### src/rtl/mac_pkg.sv
// Shared MAC types: stream beat struct, statistics selector and Ethernet length limits.
package mac_pkg;

  localparam int unsigned ETH_MIN_LEN = 64;
  localparam int unsigned ETH_MAX_LEN = 1518;

  typedef struct packed {
    logic       sop;
    logic       eop;
    logic       valid;
    logic [7:0] data;
    logic       error;
  } stream_t;

  typedef enum logic [2:0] {
    GOOD     = 3'd0,
    ERR      = 3'd1,
    RUNT     = 3'd2,
    OVERSIZE = 3'd3,
    ABORTED  = 3'd4,
    BYTES    = 3'd5
  } stat_sel_e;

  typedef enum logic {
    ST_IDLE     = 1'b0,
    ST_IN_FRAME = 1'b1
  } rx_state_e;

endpackage

### src/rtl/stat_counter.sv
// Single statistics counter: clear has priority over increment; overflow either
// saturates at all-ones or wraps modulo 2**WIDTH depending on SATURATE.
module stat_counter
  import mac_pkg::*;
#(
  parameter int unsigned WIDTH     = 14,
  parameter int unsigned SATURATE  = 1,
  parameter int unsigned AMT_WIDTH = 1
) (
  input  logic                 clk,
  input  logic                 reset,
  input  logic                 clear,
  input  logic                 inc,
  input  logic [AMT_WIDTH-1:0] amount,
  output logic [WIDTH-1:0]     count
);

  logic [WIDTH-1:0] count_q, count_d;
  logic [WIDTH:0]   sum;

  always_comb begin
    sum     = {1'b0, count_q} + (WIDTH+1)'(amount);
    count_d = count_q;
    if (clear) begin
      count_d = '0;
    end else if (inc) begin
      if (sum[WIDTH] && (SATURATE != 0)) count_d = '1;
      else                               count_d = sum[WIDTH-1:0];
    end
  end

  always_ff @(posedge clk or posedge reset) begin
    if (reset) count_q <= '0;
    else       count_q <= count_d;
  end

  assign count = count_q;

endmodule

### src/rtl/mac_rx_stats.sv
// Receive statistics: classifies frames by length/error and exposes one selected counter.
// Define MAC_RX_STATS_BYTES_EN to build the good-frame byte counter (sel = 5).
module mac_rx_stats
  import mac_pkg::*;
#(
  parameter int unsigned CNT_WIDTH  = 14,
  parameter int unsigned BYTE_WIDTH = 32,
  parameter int unsigned MIN_LEN    = ETH_MIN_LEN,
  parameter int unsigned MAX_LEN    = ETH_MAX_LEN,
  parameter int unsigned SATURATE   = 1
) (
  input  logic                  clk,
  input  logic                  reset,
  input  logic                  in_startofpacket,
  input  logic                  in_endofpacket,
  input  logic                  in_valid,
  input  logic [7:0]            in_data,
  input  logic                  in_error,
  input  logic                  clear,
  input  logic [2:0]            sel,
  output logic [BYTE_WIDTH-1:0] stat_out,
  output logic                  stat_out_valid,
  output logic                  frame_done
);

  localparam int unsigned      LEN_W   = $clog2(MAX_LEN + 2);
  localparam logic [LEN_W-1:0] LEN_CAP = LEN_W'(MAX_LEN + 1);
  localparam logic [LEN_W-1:0] MIN_L   = LEN_W'(MIN_LEN);
  localparam logic [LEN_W-1:0] MAX_L   = LEN_W'(MAX_LEN);
  localparam logic [LEN_W-1:0] ONE     = LEN_W'(1);

  stream_t beat;
  assign beat = '{sop: in_startofpacket, eop: in_endofpacket, valid: in_valid,
                  data: in_data, error: in_error};

  logic unused_data;
  assign unused_data = ^beat.data;

  rx_state_e        state_q, state_d;
  logic [LEN_W-1:0] len_q, len_d, len_inc, frame_len;
  logic             classify, inc_good, inc_err, inc_runt, inc_over, inc_abort;

  assign len_inc = (len_q == LEN_CAP) ? LEN_CAP : len_q + ONE;

  always_ff @(posedge clk or posedge reset) begin
    if (reset) begin
      state_q <= ST_IDLE;
      len_q   <= '0;
    end else begin
      state_q <= state_d;
      len_q   <= len_d;
    end
  end

  always_comb begin
    state_d = state_q;
    len_d   = len_q;
    unique case (state_q)
      ST_IDLE: begin
        if (beat.valid && beat.sop) begin
          len_d = ONE;
          if (!beat.eop) state_d = ST_IN_FRAME;
        end
      end
      ST_IN_FRAME: begin
        if (beat.valid) begin
          if (beat.eop) begin
            len_d   = len_inc;
            state_d = ST_IDLE;
          end else if (beat.sop) begin
            len_d = ONE;
          end else begin
            len_d = len_inc;
          end
        end
      end
    endcase
  end

  // A single-beat frame in IDLE has length 1; otherwise the eop beat itself adds one.
  always_comb begin
    classify  = 1'b0;
    frame_len = len_inc;
    inc_good  = 1'b0;
    inc_err   = 1'b0;
    inc_runt  = 1'b0;
    inc_over  = 1'b0;
    inc_abort = 1'b0;
    if (beat.valid) begin
      if (state_q == ST_IDLE) begin
        frame_len = ONE;
        classify  = beat.sop && beat.eop;
      end else begin
        classify  = beat.eop;
        inc_abort = beat.sop && !beat.eop;
      end
    end
    if (classify) begin
      if (beat.error)              inc_err  = 1'b1;
      else if (frame_len < MIN_L)  inc_runt = 1'b1;
      else if (frame_len > MAX_L)  inc_over = 1'b1;
      else                         inc_good = 1'b1;
    end
  end

  logic [4:0]           inc_vec;
  logic [CNT_WIDTH-1:0] cnt [5];
  logic [BYTE_WIDTH-1:0] bytes_cnt;

  assign inc_vec = {inc_abort, inc_over, inc_runt, inc_err, inc_good};

  for (genvar g = 0; g < 5; g++) begin : g_cnt
    stat_counter #(
      .WIDTH    (CNT_WIDTH),
      .SATURATE (SATURATE),
      .AMT_WIDTH(1)
    ) u_cnt (
      .clk   (clk),
      .reset (reset),
      .clear (clear),
      .inc   (inc_vec[g]),
      .amount(1'b1),
      .count (cnt[g])
    );
  end

`ifdef MAC_RX_STATS_BYTES_EN
  stat_counter #(
    .WIDTH    (BYTE_WIDTH),
    .SATURATE (SATURATE),
    .AMT_WIDTH(LEN_W)
  ) u_bytes (
    .clk   (clk),
    .reset (reset),
    .clear (clear),
    .inc   (inc_good),
    .amount(frame_len),
    .count (bytes_cnt)
  );
`else
  assign bytes_cnt = '0;
`endif

  logic [BYTE_WIDTH-1:0] stat_q, stat_d;
  logic [2:0]            sel_q;
  logic                  stat_valid_q, stat_valid_d;
  logic                  frame_done_q, frame_done_d;

  always_comb begin
    stat_d = '0;
    case (stat_sel_e'(sel))
      GOOD:     stat_d = BYTE_WIDTH'(cnt[0]);
      ERR:      stat_d = BYTE_WIDTH'(cnt[1]);
      RUNT:     stat_d = BYTE_WIDTH'(cnt[2]);
      OVERSIZE: stat_d = BYTE_WIDTH'(cnt[3]);
      ABORTED:  stat_d = BYTE_WIDTH'(cnt[4]);
      BYTES:    stat_d = bytes_cnt;
      default:  stat_d = '0;
    endcase
    stat_valid_d = (stat_d != stat_q) || (sel != sel_q);
    frame_done_d = classify;
  end

  always_ff @(posedge clk or posedge reset) begin
    if (reset) begin
      stat_q       <= '0;
      sel_q        <= '0;
      stat_valid_q <= 1'b0;
      frame_done_q <= 1'b0;
    end else begin
      stat_q       <= stat_d;
      sel_q        <= sel;
      stat_valid_q <= stat_valid_d;
      frame_done_q <= frame_done_d;
    end
  end

  assign stat_out       = stat_q;
  assign stat_out_valid = stat_valid_q;
  assign frame_done     = frame_done_q;

endmodule

### config.mk
export PLATFORM = sky130hd
export DESIGN_NAME = mac_rx_stats
export DESIGN_NICKNAME = d
export VERILOG_FILES = /design/src/rtl/mac_pkg.sv /design/src/rtl/stat_counter.sv /design/src/rtl/mac_rx_stats.sv
export SDC_FILE = /design/constraint.sdc
export NUM_CORES = 1
export LEC_CHECK = 0
export CORE_MARGIN = 4
export CORE_UTILIZATION = 35
export CTS_BUF_LIST = sky130_fd_sc_hd__clkbuf_16
export DETAILED_ROUTE_END_ITERATION = 12
export PLACE_DENSITY_LB_ADDON = 0.1
export SYNTH_ARGS = -nofsm -noshare
export SYNTH_HDL_FRONTEND = slang
export SYNTH_SLANG_ARGS = --single-unit
### constraint.sdc
create_clock -name clk -period 5 [get_ports clk]
set_clock_uncertainty 0.2 [all_clocks]
set_input_delay 1 -clock clk [delete_from_list [all_inputs] [get_ports clk]]
set_output_delay 1 -clock clk [all_outputs]
set_load 0.02 [all_outputs]
==> reports/results.env <==
GRT_PASS1_VIAS=5201
CTS_HOLD_BUF=0
DESIGN.FINAL.NETS=734
FINAL_CELLS=939
MET2ROUTEDLENGTH_UM=7710
OUTCOME='finished clean'
MET3WIRELENGTH_UM=768
SYNTHESIS.AREA_UM2=6310
CLKLATENCYLATEPIN_NS=0.35
PIN_COUNT=52
TOTAL_PLACED_INSTANCE_AREA_UM2=6610
CRITPATHBUFINV=2
POSTCTSSETUPREPAIRBUFS=0
SYN_AVG_CELL_AREA_UM2=8.92
YOSYS_MOST_USED_DFF='sky130_fd_sc_hd__dfrtp_1'
DIE-AREA_UM2=20200
SYNTH_EDF_COUNT=0
DRT_DRC_VIOLATIONS_LEFT=0
ROUTED_WIRE_LENGTH_PER_INSTANCE_UM=18.2
PRE_CTS_WS_NS=1.23
PLACE.DETAILED.INSTANCES=924
GP_CONGESTION=0.842
CRITPATHMAXFANOUT=20
CRITICAL_PATH_ARRIVAL_NS=3.45
CTS_BUFFER_DEPTH=2
SYNTHESIS.INSTANCES=708
POSTLAYOUTCOREUTIL_PCT=39.2
CRITICAL_PATH.ENDPOINT_TYPE='flop'
COREAREA_UM2=17500
GRT_USE_TOTAL_PCT=17.2
CORE.ROWCOUNT=48
LAYOUT-DRIVE-GT1-SHARE_PCT=6.86
CRITPATHTOPFAMILY='simple AND/OR/NAND/NOR gates'
START_TO_END_TYPE_OF_THE_WORST_SETUP_PATH='input port to flop'
SYNTH_SEQ_CELLS=101
DETAIL_ROUTE.WIRELENGTH.MET1_UM=8320
WORSTMARGINPINSLEW_NS=0.889
ROUTED_WL_UM=17000
CLOCK_SINK_COUNT=101
NETLIST.AREA_LEADER.SHARE_PCT=40.0
SETUP_VIOL_COUNT_FINAL=0
SHARE_OF_THE_SYNTHESIZED_AREA_IN_COMPOUND_GATES_AO_OA_AOI_OAI_PCT=21.5
CPPEAKSTAGEDELAY_NS=0.56
WORST-ENDPOINT-REQUIRED_NS=5.00
CLOCK.FMAX_MHz=290
LARGEST_NET_DEGREE_AT_THE_START_OF_GLOBAL_ROUTING=50
MAXCAPVIOLATIONS=0
MIN-DELAY-PATH-CLASS='flop to flop'
NUMBER_OF_SEARCH_AND_REPAIR_ITERATIONS_IN_THE_FIRST_DETAILED_ROUTING_PASS=5
FINALCRITICALPERIOD_NS=3.45
SYNTH.MUX.AREA_FRACTION_PCT=5.03
WORST_SETUP_PATH_START_KIND='input port'
YS_TOP_CELLS_BY_AREA='sky130_fd_sc_hd__dfrtp_1 40%, sky130_fd_sc_hd__a21oi_1 4.6%, sky130_fd_sc_hd__nor2_1 4.5%, sky130_fd_sc_hd__mux2i_1 4.0%, sky130_fd_sc_hd__nand3_1 3.3%'
POWER.DENSITY_CELL_AREA_nW_PER_UM2=235
CLK_ROOT_BUFFER_CELL='sky130_fd_sc_hd__clkbuf_16'
DR.MAX_LAYER_USED='met4'
SYNTH.TOP_CELLS.BY_COUNT='101 x sky130_fd_sc_hd__dfrtp_1, 76 x sky130_fd_sc_hd__nor2_1, 58 x sky130_fd_sc_hd__a21oi_1'
POST-SYNTH-TOP-COUNT-CELL='sky130_fd_sc_hd__dfrtp_1'
SYNTH_SEQUENTIAL_AREA_RATIO_PCT=40.0
DR.FIRST_ITER.DRC_COUNT=327
ANTENNA_FOUND_INITIAL=0
CTS_BUFFERS=9
FP.DIEH_UM=142
LAYOUT_SETUP_WS_NS=1.55
SYNTH_ADDER_AREA_SHARE_PCT=1.35
PATH_CELLS='clkdlybuf4s50_1, o21a_2, nand2_1, or3_1, a211oi_2, buf_4, and2_1, a311oi_2'
MAXSLEWHEADROOM_PCT=40.1
INITIAL_UTILIZATION_PCT=36.1
IO_BUFFERS=25
CTS-RESIZED-GATES=0
POST-ROUTE-CELL-AREA_UM2=6860
GRT_SETUP_UNREPAIRED='false'
CTS-HTREE-LEVELS=3
SYNTH_SIMPLE_GATE_AREA_SHARE_PCT=23.8
DETAILEDPLACEMENTHPWL_UM=12500
SYNTH.LARGEST_AREA_CELL='sky130_fd_sc_hd__dfrtp_1'
TIMING.CRITICAL_PATH.SLOWEST_STAGE_CELL='sky130_fd_sc_hd__clkdlybuf4s50_1'
AREA.GROWTH.SYNTH_TO_FINAL_PCT=8.64
XOR_XNOR_FRACTION_OF_SYNTH_AREA_PCT=1.67
DETAIL-ROUTE-ANTENNA-NETS=0
DIE_WIDTH_UM=142
SYNTHARSTFLOPSHARE_PCT=100
DETAILROUTE.VIA_COUNT=5413
HOLD_VIOL=0
WORST_IR_DROP_VDD_uV=139
DIODES=0
CTS_TREE='built'
YS_TYPES=70
FIN_SETUP_TNS_NS=0
GRT_OVERFLOW_TOTAL=0
GRT_PASS1_WL_UM=28000
CLK_PIN_SLEW_WORST_PATHS_NS=0.07
FINAL_MIN_PERIOD_OVER_CLOCK_PERIOD_PCT=69.0
TOTAL_LEAKAGE_POWER_nW=2.84
AVGVIACOUNTPERCELL=5.76
SYNTHESIS.YOSYS.WARNINGS=0
SYNTH_TOP_FAMILY_BY_AREA='simple AND/OR/NAND/NOR gates'
MAXSLEWVIOLCOUNT=0
## path summary, 6_finish.rpt
kind | from | to | slack [ns] | cells past startpoint
max in group asynchronous | reset | g_cnt[0].u_cnt.count[0] | 2.87 | 3
min | g_cnt[3].u_cnt.count[0] | g_cnt[3].u_cnt.count[0] | 0.35 | 1
min reg2reg | g_cnt[3].u_cnt.count[0] | g_cnt[3].u_cnt.count[0] | 0.35 | 1
min in group asynchronous | reset | g_cnt[4].u_cnt.count[8] | 0.91 | 2
max | in_valid | g_cnt[0].u_cnt.count[5] | 1.55 | 8
max reg2reg | len_q[0] | g_cnt[0].u_cnt.count[5] | 1.94 | 9
## power by group
part / leakage (nW) / switching [mW] / internal (mW)
Sequential: 1.39 / 0.0161 / 0.828
Combinational: 1.31 / 0.100 / 0.0423
Clock: 0.136 / 0.299 / 0.326
## layer usage
layer,track usage [%],up-vias
li1,-,2614
met3,3.63,16
met1,24.8,2663
met2,26.5,120
met5,0,-
met4,4.20,0
## cells in the final DEF (no fill, tap or decap), types with 4 or more instances in the layout
master                            synthesis  routed
sky130_fd_sc_hd__buf_4                   21       7
sky130_fd_sc_hd__conb_1                   1      18
sky130_fd_sc_hd__nand4_1                  9       9
sky130_fd_sc_hd__o21ai_0                 34      34
sky130_fd_sc_hd__and3_1                  20      20
sky130_fd_sc_hd__a21oi_1                 58      58
sky130_fd_sc_hd__nand2_1                 39      39
sky130_fd_sc_hd__xnor2_1                  4       4
sky130_fd_sc_hd__nor4_1                   4       4
sky130_fd_sc_hd__and4_1                  12      12
sky130_fd_sc_hd__clkdlybuf4s50_1          0      23
sky130_fd_sc_hd__o41ai_1                  4       4
sky130_fd_sc_hd__nand3b_1                 5       5
sky130_fd_sc_hd__nand2b_1                 5       5
sky130_fd_sc_hd__a211oi_1                23      23
sky130_fd_sc_hd__ha_1                     6       6
sky130_fd_sc_hd__nor2_1                  76      76
sky130_fd_sc_hd__mux2i_1                 25      25
sky130_fd_sc_hd__a41o_1                   4       4
sky130_fd_sc_hd__dfrtp_1                101     101
sky130_fd_sc_hd__nor3_1                  26      26
sky130_fd_sc_hd__nand3_1                 41      41
sky130_fd_sc_hd__a41oi_1                  4       4
sky130_fd_sc_hd__a31oi_1                 15      15
sky130_fd_sc_hd__and2_1                  10      10
sky130_fd_sc_hd__a311oi_1                13      13
sky130_fd_sc_hd__and4b_1                  4       4
sky130_fd_sc_hd__a311oi_2                 4       4
sky130_fd_sc_hd__inv_1                   18      20
sky130_fd_sc_hd__clkbuf_16                0       9
sky130_fd_sc_hd__or3_1                    6       6
sky130_fd_sc_hd__nor2b_1                  9       9
sky130_fd_sc_hd__xor2_1                   8       8
sky130_fd_sc_hd__o22ai_1                 10      10
sky130_fd_sc_hd__mux2_2                   4       4
## flip-flops by register name, summed over array words and instances, names as in the netlist
register           count
frame_done             1
sel_q                  3
stat_out_valid         1
g_cnt.u_cnt.count     70
stat_out              14
len_q                 11
state_q                1
## area by class of cell
cell class / instances / area [um2]
clock buffers: 9 / 225
clock inverters: 6 / 25.0
flip-flops and latches: 101 / 2530
repair buffers: 32 / 293
inverters: 18 / 70.1
multi-input cells: 548 / 3440
well taps: 225 / 282
fillers: 1774 / 10600
## logic make-up (layout without fill, tap and decap cells)
family                     Yosys count  in the layout
adders and majority gates            7              7
AOI/OAI and AO/OA                  197            197
xor gates and xnor gates            12             12
and+or+nand+nor                    284            284
other                                1             18
muxes                               30             30
DFF                                101            101
buffers and inverters               76             65
## per-stage QoR
stage / hold WS [ns] / power [mW]
floorplan: 0.289 / 0.978
global placement: 0.331 / 1.00
detailed placement: 0.348 / 1.00
CTS: 0.357 / 1.64
global route: 0.380 / 1.70
finish: 0.355 / 1.61
No activity file was read; power rests on OpenSTA's default activity.
==> edit 1 (config.mk and constraints unchanged) <==
The option `MAC_RX_STATS_BYTES_EN` is turned on by a define.
--- a/src/rtl/mac_rx_stats.sv
+++ b/src/rtl/mac_rx_stats.sv
@@ -2,2 +2,4 @@
 // Define MAC_RX_STATS_BYTES_EN to build the good-frame byte counter (sel = 5).
+`define MAC_RX_STATS_BYTES_EN
+
 module mac_rx_stats
Formal check against the unedited RTL: same outputs for any inputs over 4 cycles, from zero or initial values and one cycle with reset high; that may be too few to reach the edited logic, so the function may still have changed.
==> edit 1 against the original RTL <==
  * Sequential power rose by 49%
  * Total power rose by 69%
  * Area after synthesis rose by 47%
  * Final area rose by 55%
  * Global-route usage rose by 1.3 points
  * Worst setup slack got worse by 1.1 ns
  * Via count rose by 45%
  * Sequential cell count rose by 50
  * Die area rose by 44%
  * Wire length rose by 53%
  * Synthesized cell count rose by 43%
  * Register-to-register slack got worse by 1.5 ns
  * Highest routed layer unchanged
==> edit 1: results (changes against the original RTL) <==
.. list-table::
   :header-rows: 1

   * - Metric
     - Value
   * - Fraction of power spent switching nets
     - 0.280 (was 0.258)
   * - Average vias per placed instance
     - 5.65 (was 5.76)
   * - Total Wirelength
     - 26100 um (was 17000 um)
   * - Startpoint of the most critical register-to-register path
     - len_q[1] (was len_q[0])
   * - Met1 Resource Use GR
     - 0.285 (was 0.248)
   * - H-tree levels
     - 4 (was 3)
   * - Part of the Yosys area used for sequential elements
     - 0.408 (was 0.400)
   * - Final Wtd Congestion
     - 0.784 (was 0.842)
   * - Met2 Resource Use GR
     - 0.276 (was 0.265)
   * - Seq power
     - 1.26 mW (was 0.844 mW)
   * - Clock group share of total power
     - 0.461 (was 0.388)
   * - Netlist cell types
     - 80 (was 70)
   * - DR WL met2
     - 11400 um (was 7710 um)
   * - CP Max Fanout
     - 10 (was 20)
   * - WP data arrival
     - 4.67 ns (was 3.45 ns)
   * - VDD IR max
     - 0.000147 V (was 0.000139 V)
   * - Maximum number of pins on one net before global-route repair
     - 152 (was 50)
   * - List of most frequent post-synthesis cells
     - 151 x sky130_fd_sc_hd__dfrtp_1, 98 x sky130_fd_sc_hd__nor2_1, 60 x sky130_fd_sc_hd__nand2_1 (was 101 x sky130_fd_sc_hd__dfrtp_1, 76 x sky130_fd_sc_hd__nor2_1, 58 x sky130_fd_sc_hd__a21oi_1)
   * - Outcome
     - finished clean (unchanged)
   * - Relative slew slack
     - 0.286 (was 0.401)
   * - Post-placement cell count
     - 1354 (was 924)
   * - Synthesized-area fraction occupied by xor and xnor cells
     - 0.0388 (was 0.0167)
   * - Destination of the worst register-to-register timing path
     - u_bytes.count[26] (was g_cnt[0].u_cnt.count[5])
   * - Fin Hold WS
     - 0.313 ns (was 0.355 ns)
   * - HPWL after detailed placement
     - 18400 um (was 12500 um)
   * - Synth Area in Adders
     - 0.0251 (was 0.0135)
   * - Area fraction in compound gates after synthesis
     - 0.216 (was 0.215)
   * - Via count of the first global-routing pass
     - 7560 (was 5201)
   * - Minimum setup slack after placement
     - 0.390 ns (was 1.23 ns)
   * - Global-route wire length before repair
     - 43300 um (was 28000 um)
[edit 1: area by class of cell]
| class | instances | area [um2] |
|---|---|---|
| clock inverters | 15 | 138 |
| repair buffers | 69 | 656 |
| inverters | 24 | 93.8 |
| well taps | 335 | 419 |
| flip-flops and latches | 151 | 3780 |
| clock buffers | 17 | 425 |
| fillers | 2586 | 15400 |
| multi-input cells | 775 | 5140 |
[edit 1: worst max path at each step]
stage | from | cells after the start | end | slack [ns]
detailed placement | in_valid | 15 | u_bytes.count[23] | 0.39
global placement | in_valid | 15 | u_bytes.count[21] | 0.40
global route | len_q[1] | 18 | u_bytes.count[21] | 0.01
finish | len_q[1] | 18 | u_bytes.count[26] | 0.46
CTS | len_q[1] | 18 | u_bytes.count[26] | 0.45
floorplan | len_q[0] | 15 | u_bytes.count[29] | 0.90
[edit 1: critical path: stages, from the launching register on]
cell	delay (ns)
sky130_fd_sc_hd__dfrtp_1	0.44
sky130_fd_sc_hd__ha_1	0.34
sky130_fd_sc_hd__nand3_1	0.14
sky130_fd_sc_hd__or2_2	0.34
sky130_fd_sc_hd__nor4_1	0.27
sky130_fd_sc_hd__buf_4	0.25
sky130_fd_sc_hd__nor2_1	0.05
sky130_fd_sc_hd__nand2_1	0.08
sky130_fd_sc_hd__ha_1	0.18
sky130_fd_sc_hd__inv_1	0.06
sky130_fd_sc_hd__fa_1	0.41
sky130_fd_sc_hd__nor2b_1	0.18
sky130_fd_sc_hd__o2111ai_1	0.16
sky130_fd_sc_hd__a21oi_1	0.35
sky130_fd_sc_hd__o31a_1	0.20
sky130_fd_sc_hd__and2_1	0.24
sky130_fd_sc_hd__buf_4	0.17
sky130_fd_sc_hd__nor2_1	0.07
sky130_fd_sc_hd__a311oi_1	0.30
==> edit 2 (config.mk and constraints unchanged) <==
Without the edit above. Reset style: synchronous (`reset`), changed in 3 clocked blocks.
--- a/src/rtl/stat_counter.sv
+++ b/src/rtl/stat_counter.sv
@@ -31,3 +31,3 @@
 
-  always_ff @(posedge clk or posedge reset) begin
+  always_ff @(posedge clk) begin
     if (reset) count_q <= '0;
--- a/src/rtl/mac_rx_stats.sv
+++ b/src/rtl/mac_rx_stats.sv
@@ -44,3 +44,3 @@
 
-  always_ff @(posedge clk or posedge reset) begin
+  always_ff @(posedge clk) begin
     if (reset) begin
@@ -163,3 +163,3 @@
 
-  always_ff @(posedge clk or posedge reset) begin
+  always_ff @(posedge clk) begin
     if (reset) begin
Formal check against the unedited RTL: differs if reset is asserted again (counterexample within 4 cycles, from zero or initial values and one cycle with reset high); with reset held inactive, the same outputs for 4 cycles.
==> edit 2 against the original RTL <==
  * Area after synthesis decreased by 6.4%
  * Wire length shrank 3.2%
  * Sequential cell count stayed put
  * Utilization is 0.19 points lower
  * Synthesized cell count up 0.42%
  * Worst setup slack worse by 0.29 ns
  * Non-clock buffer count increased by 6
  * Global-route usage grew 0.71 points
  * Total power is 2.4% lower
  * Sequential share of layout area is 5.6 points lower
  * Final area down 5.6%
  * Largest power group unchanged
  * Highest routed layer is now met5
==> edit 2: results (changes against the original RTL) <==
.. list-table::
   :header-rows: 1

   * - Metric
     - Value
   * - Insertion delay of the later-clocked pin in the worst-skew pair
     - 0.35 ns (about the same)
   * - Async S/R FF share, synth
     - 0 (was 1.00)
   * - Via count of the first global-routing pass
     - 4906 (was 5201)
   * - First-pass detailed-route iteration total
     - 5 (unchanged)
   * - Static leakage
     - 2.23 nW (was 2.84 nW)
   * - Top FF cell, synth
     - sky130_fd_sc_hd__dfxtp_1 (was sky130_fd_sc_hd__dfrtp_1)
   * - Master of the slowest instance on the critical path
     - sky130_fd_sc_hd__clkdlybuf4s50_1 (unchanged)
   * - CTS resizes
     - 0 (unchanged)
   * - Ratio of cells with drive above 1 in the final layout
     - 0.0874 (was 0.0686)
   * - Part of the Yosys area used for sequential elements
     - 0.342 (was 0.400)
   * - CP Max Fanout
     - 15 (was 20)
   * - Minimum setup slack after placement
     - 0.877 ns (was 1.23 ns)
   * - Clock edge transition at the registers on the reported setup and hold paths
     - 0.07 ns (about the same)
   * - Worst r2r path cells
     - 8 (was 9)
   * - Netlist cell types
     - 68 (was 70)
   * - Leading cell types by total area after synthesis
     - sky130_fd_sc_hd__dfxtp_1 34%, sky130_fd_sc_hd__nor2_1 4.7%, sky130_fd_sc_hd__a21oi_1 4.4%, sky130_fd_sc_hd__mux2i_1 3.9%, sky130_fd_sc_hd__xor2_1 3.4% (was sky130_fd_sc_hd__dfrtp_1 40%, sky130_fd_sc_hd__a21oi_1 4.6%, sky130_fd_sc_hd__nor2_1 4.5%, sky130_fd_sc_hd__mux2i_1 4.0%, sky130_fd_sc_hd__nand3_1 3.3%)
   * - Antenna diode count
     - 0 (unchanged)
   * - Maximum number of pins on one net before global-route repair
     - 42 (was 50)
   * - Number of buffers created by CTS
     - 9 (unchanged)
   * - List of most frequent post-synthesis cells
     - 101 x sky130_fd_sc_hd__dfxtp_1, 74 x sky130_fd_sc_hd__nor2_1, 52 x sky130_fd_sc_hd__a21oi_1, 52 x sky130_fd_sc_hd__nand2_1, 32 x sky130_fd_sc_hd__nand3_1 (was 101 x sky130_fd_sc_hd__dfrtp_1, 76 x sky130_fd_sc_hd__nor2_1, 58 x sky130_fd_sc_hd__a21oi_1)
   * - Global-route wire length before repair
     - 26600 um (was 28000 um)
   * - Final Wtd Congestion
     - 0.874 (was 0.842)
   * - Total number of yosys warnings
     - 0 (unchanged)
   * - Count of nets after finishing
     - 741 (was 734)
   * - WP data arrival
     - 3.77 ns (was 3.45 ns)
   * - Relative slew slack
     - 0.383 (was 0.401)
   * - Tot GR Track Use
     - 0.179 (was 0.172)
   * - VDD IR max
     - 0.000160 V (was 0.000139 V)
   * - Routed len/inst
     - 17.5 um (was 18.2 um)
   * - Via count
     - 5272 (was 5413)
   * - Outcome
     - finished clean (unchanged)
   * - Antenna violations before repair
     - 2 (was 0)
   * - Slowest cell delay on critical path
     - 0.76 ns (was 0.56 ns)
   * - HPWL after detailed placement
     - 12100 um (was 12500 um)
   * - Largest delay share family, worst path
     - buffers and inverters (was simple AND/OR/NAND/NOR gates)
   * - Iter 0 DRT Violations
     - 299 (was 327)
edit 2: cell types whose count changed in the layout (fill, tap and decap cells not counted), moves of 8 or more:
cell                       change
sky130_fd_sc_hd__and3_1        +9
sky130_fd_sc_hd__xor2_1       +15
sky130_fd_sc_hd__a211oi_1      -9
sky130_fd_sc_hd__nand4_1       +9
sky130_fd_sc_hd__o21ai_0       -8
sky130_fd_sc_hd__nand3_1       -9
sky130_fd_sc_hd__nand2_1      +13
sky130_fd_sc_hd__dfxtp_1     +101
sky130_fd_sc_hd__dfrtp_1     -101
sky130_fd_sc_hd__o21ai_2      +11
sky130_fd_sc_hd__xnor2_1      +10
edit 2: worst paths after layout:
path,slack [ns],start,to
min,0.31,g_cnt[4].u_cnt.count[0],g_cnt[4].u_cnt.count[0]
max,1.26,sel[1],stat_out_valid
max reg2reg,1.71,len_q[0],g_cnt[3].u_cnt.count[6]
min reg2reg,0.31,g_cnt[4].u_cnt.count[0],g_cnt[4].u_cnt.count[0]
edit 2: kinds of logic (layout without fill, tap and decap cells):
group,after synthesis,count (layout),synth area share
and+or+nand+nor,273,273,0.237
AOI/OAI and AO/OA,185,185,0.216
DFF,101,101,0.342
buffers and inverters,74,67,0.0724
xor gates and xnor gates,37,37,0.0549
muxes,34,34,0.0638
adders and majority gates,6,6,0.0127
other,1,18,0.000635
edit 2: worst reg2reg max path: cells and delay by family, from the launching register on:
family / cells / cell delay [ns]
DFF: 1 / 0.45
AOI/OAI and AO/OA: 4 / 1.21
and+or+nand+nor: 3 / 0.95
adders and majority gates: 1 / 0.33
edit 2: cell type report:
type	count	area, um2
fillers	1743	10100
multi-input cells	553	3520
flip-flops and latches	101	2020
repair buffers	38	348
well taps	220	275
clock buffers	9	225
inverters	14	52.6
clock inverters	6	32.5
edit 2: power by group:
group / total [mW] / switching (mW) / internal (mW)
combinational: 0.108 / 0.0735 / 0.0349
clock: 0.649 / 0.319 / 0.331
sequential: 0.815 / 0.00578 / 0.809
edit 2: metal layers:
layer  wire length, um  up-vias  part of all wire  GRT usage
met3               822       29             0.050     0.0508
li1                  -     2607                 -          -
met4               430        4             0.026     0.0648
met2              7590      131              0.46      0.283
met1              7640     2501              0.46      0.234
met5                22        -            0.0013          0
edit 2: per-stage QoR:
stage | cell area [um2] | instances | hold WS, ns | power (mW)
2_1_floorplan | 5970 | 728 | 0.261 | 0.918
3_3_place_gp | 6220 | 926 | 0.294 | 0.942
3_5_place_dp | 6220 | 926 | 0.305 | 0.942
4_1_cts | 6480 | 941 | 0.317 | 1.59
5_1_grt | 6480 | 941 | 0.340 | 1.64
6_report | 6480 | 941 | 0.313 | 1.57
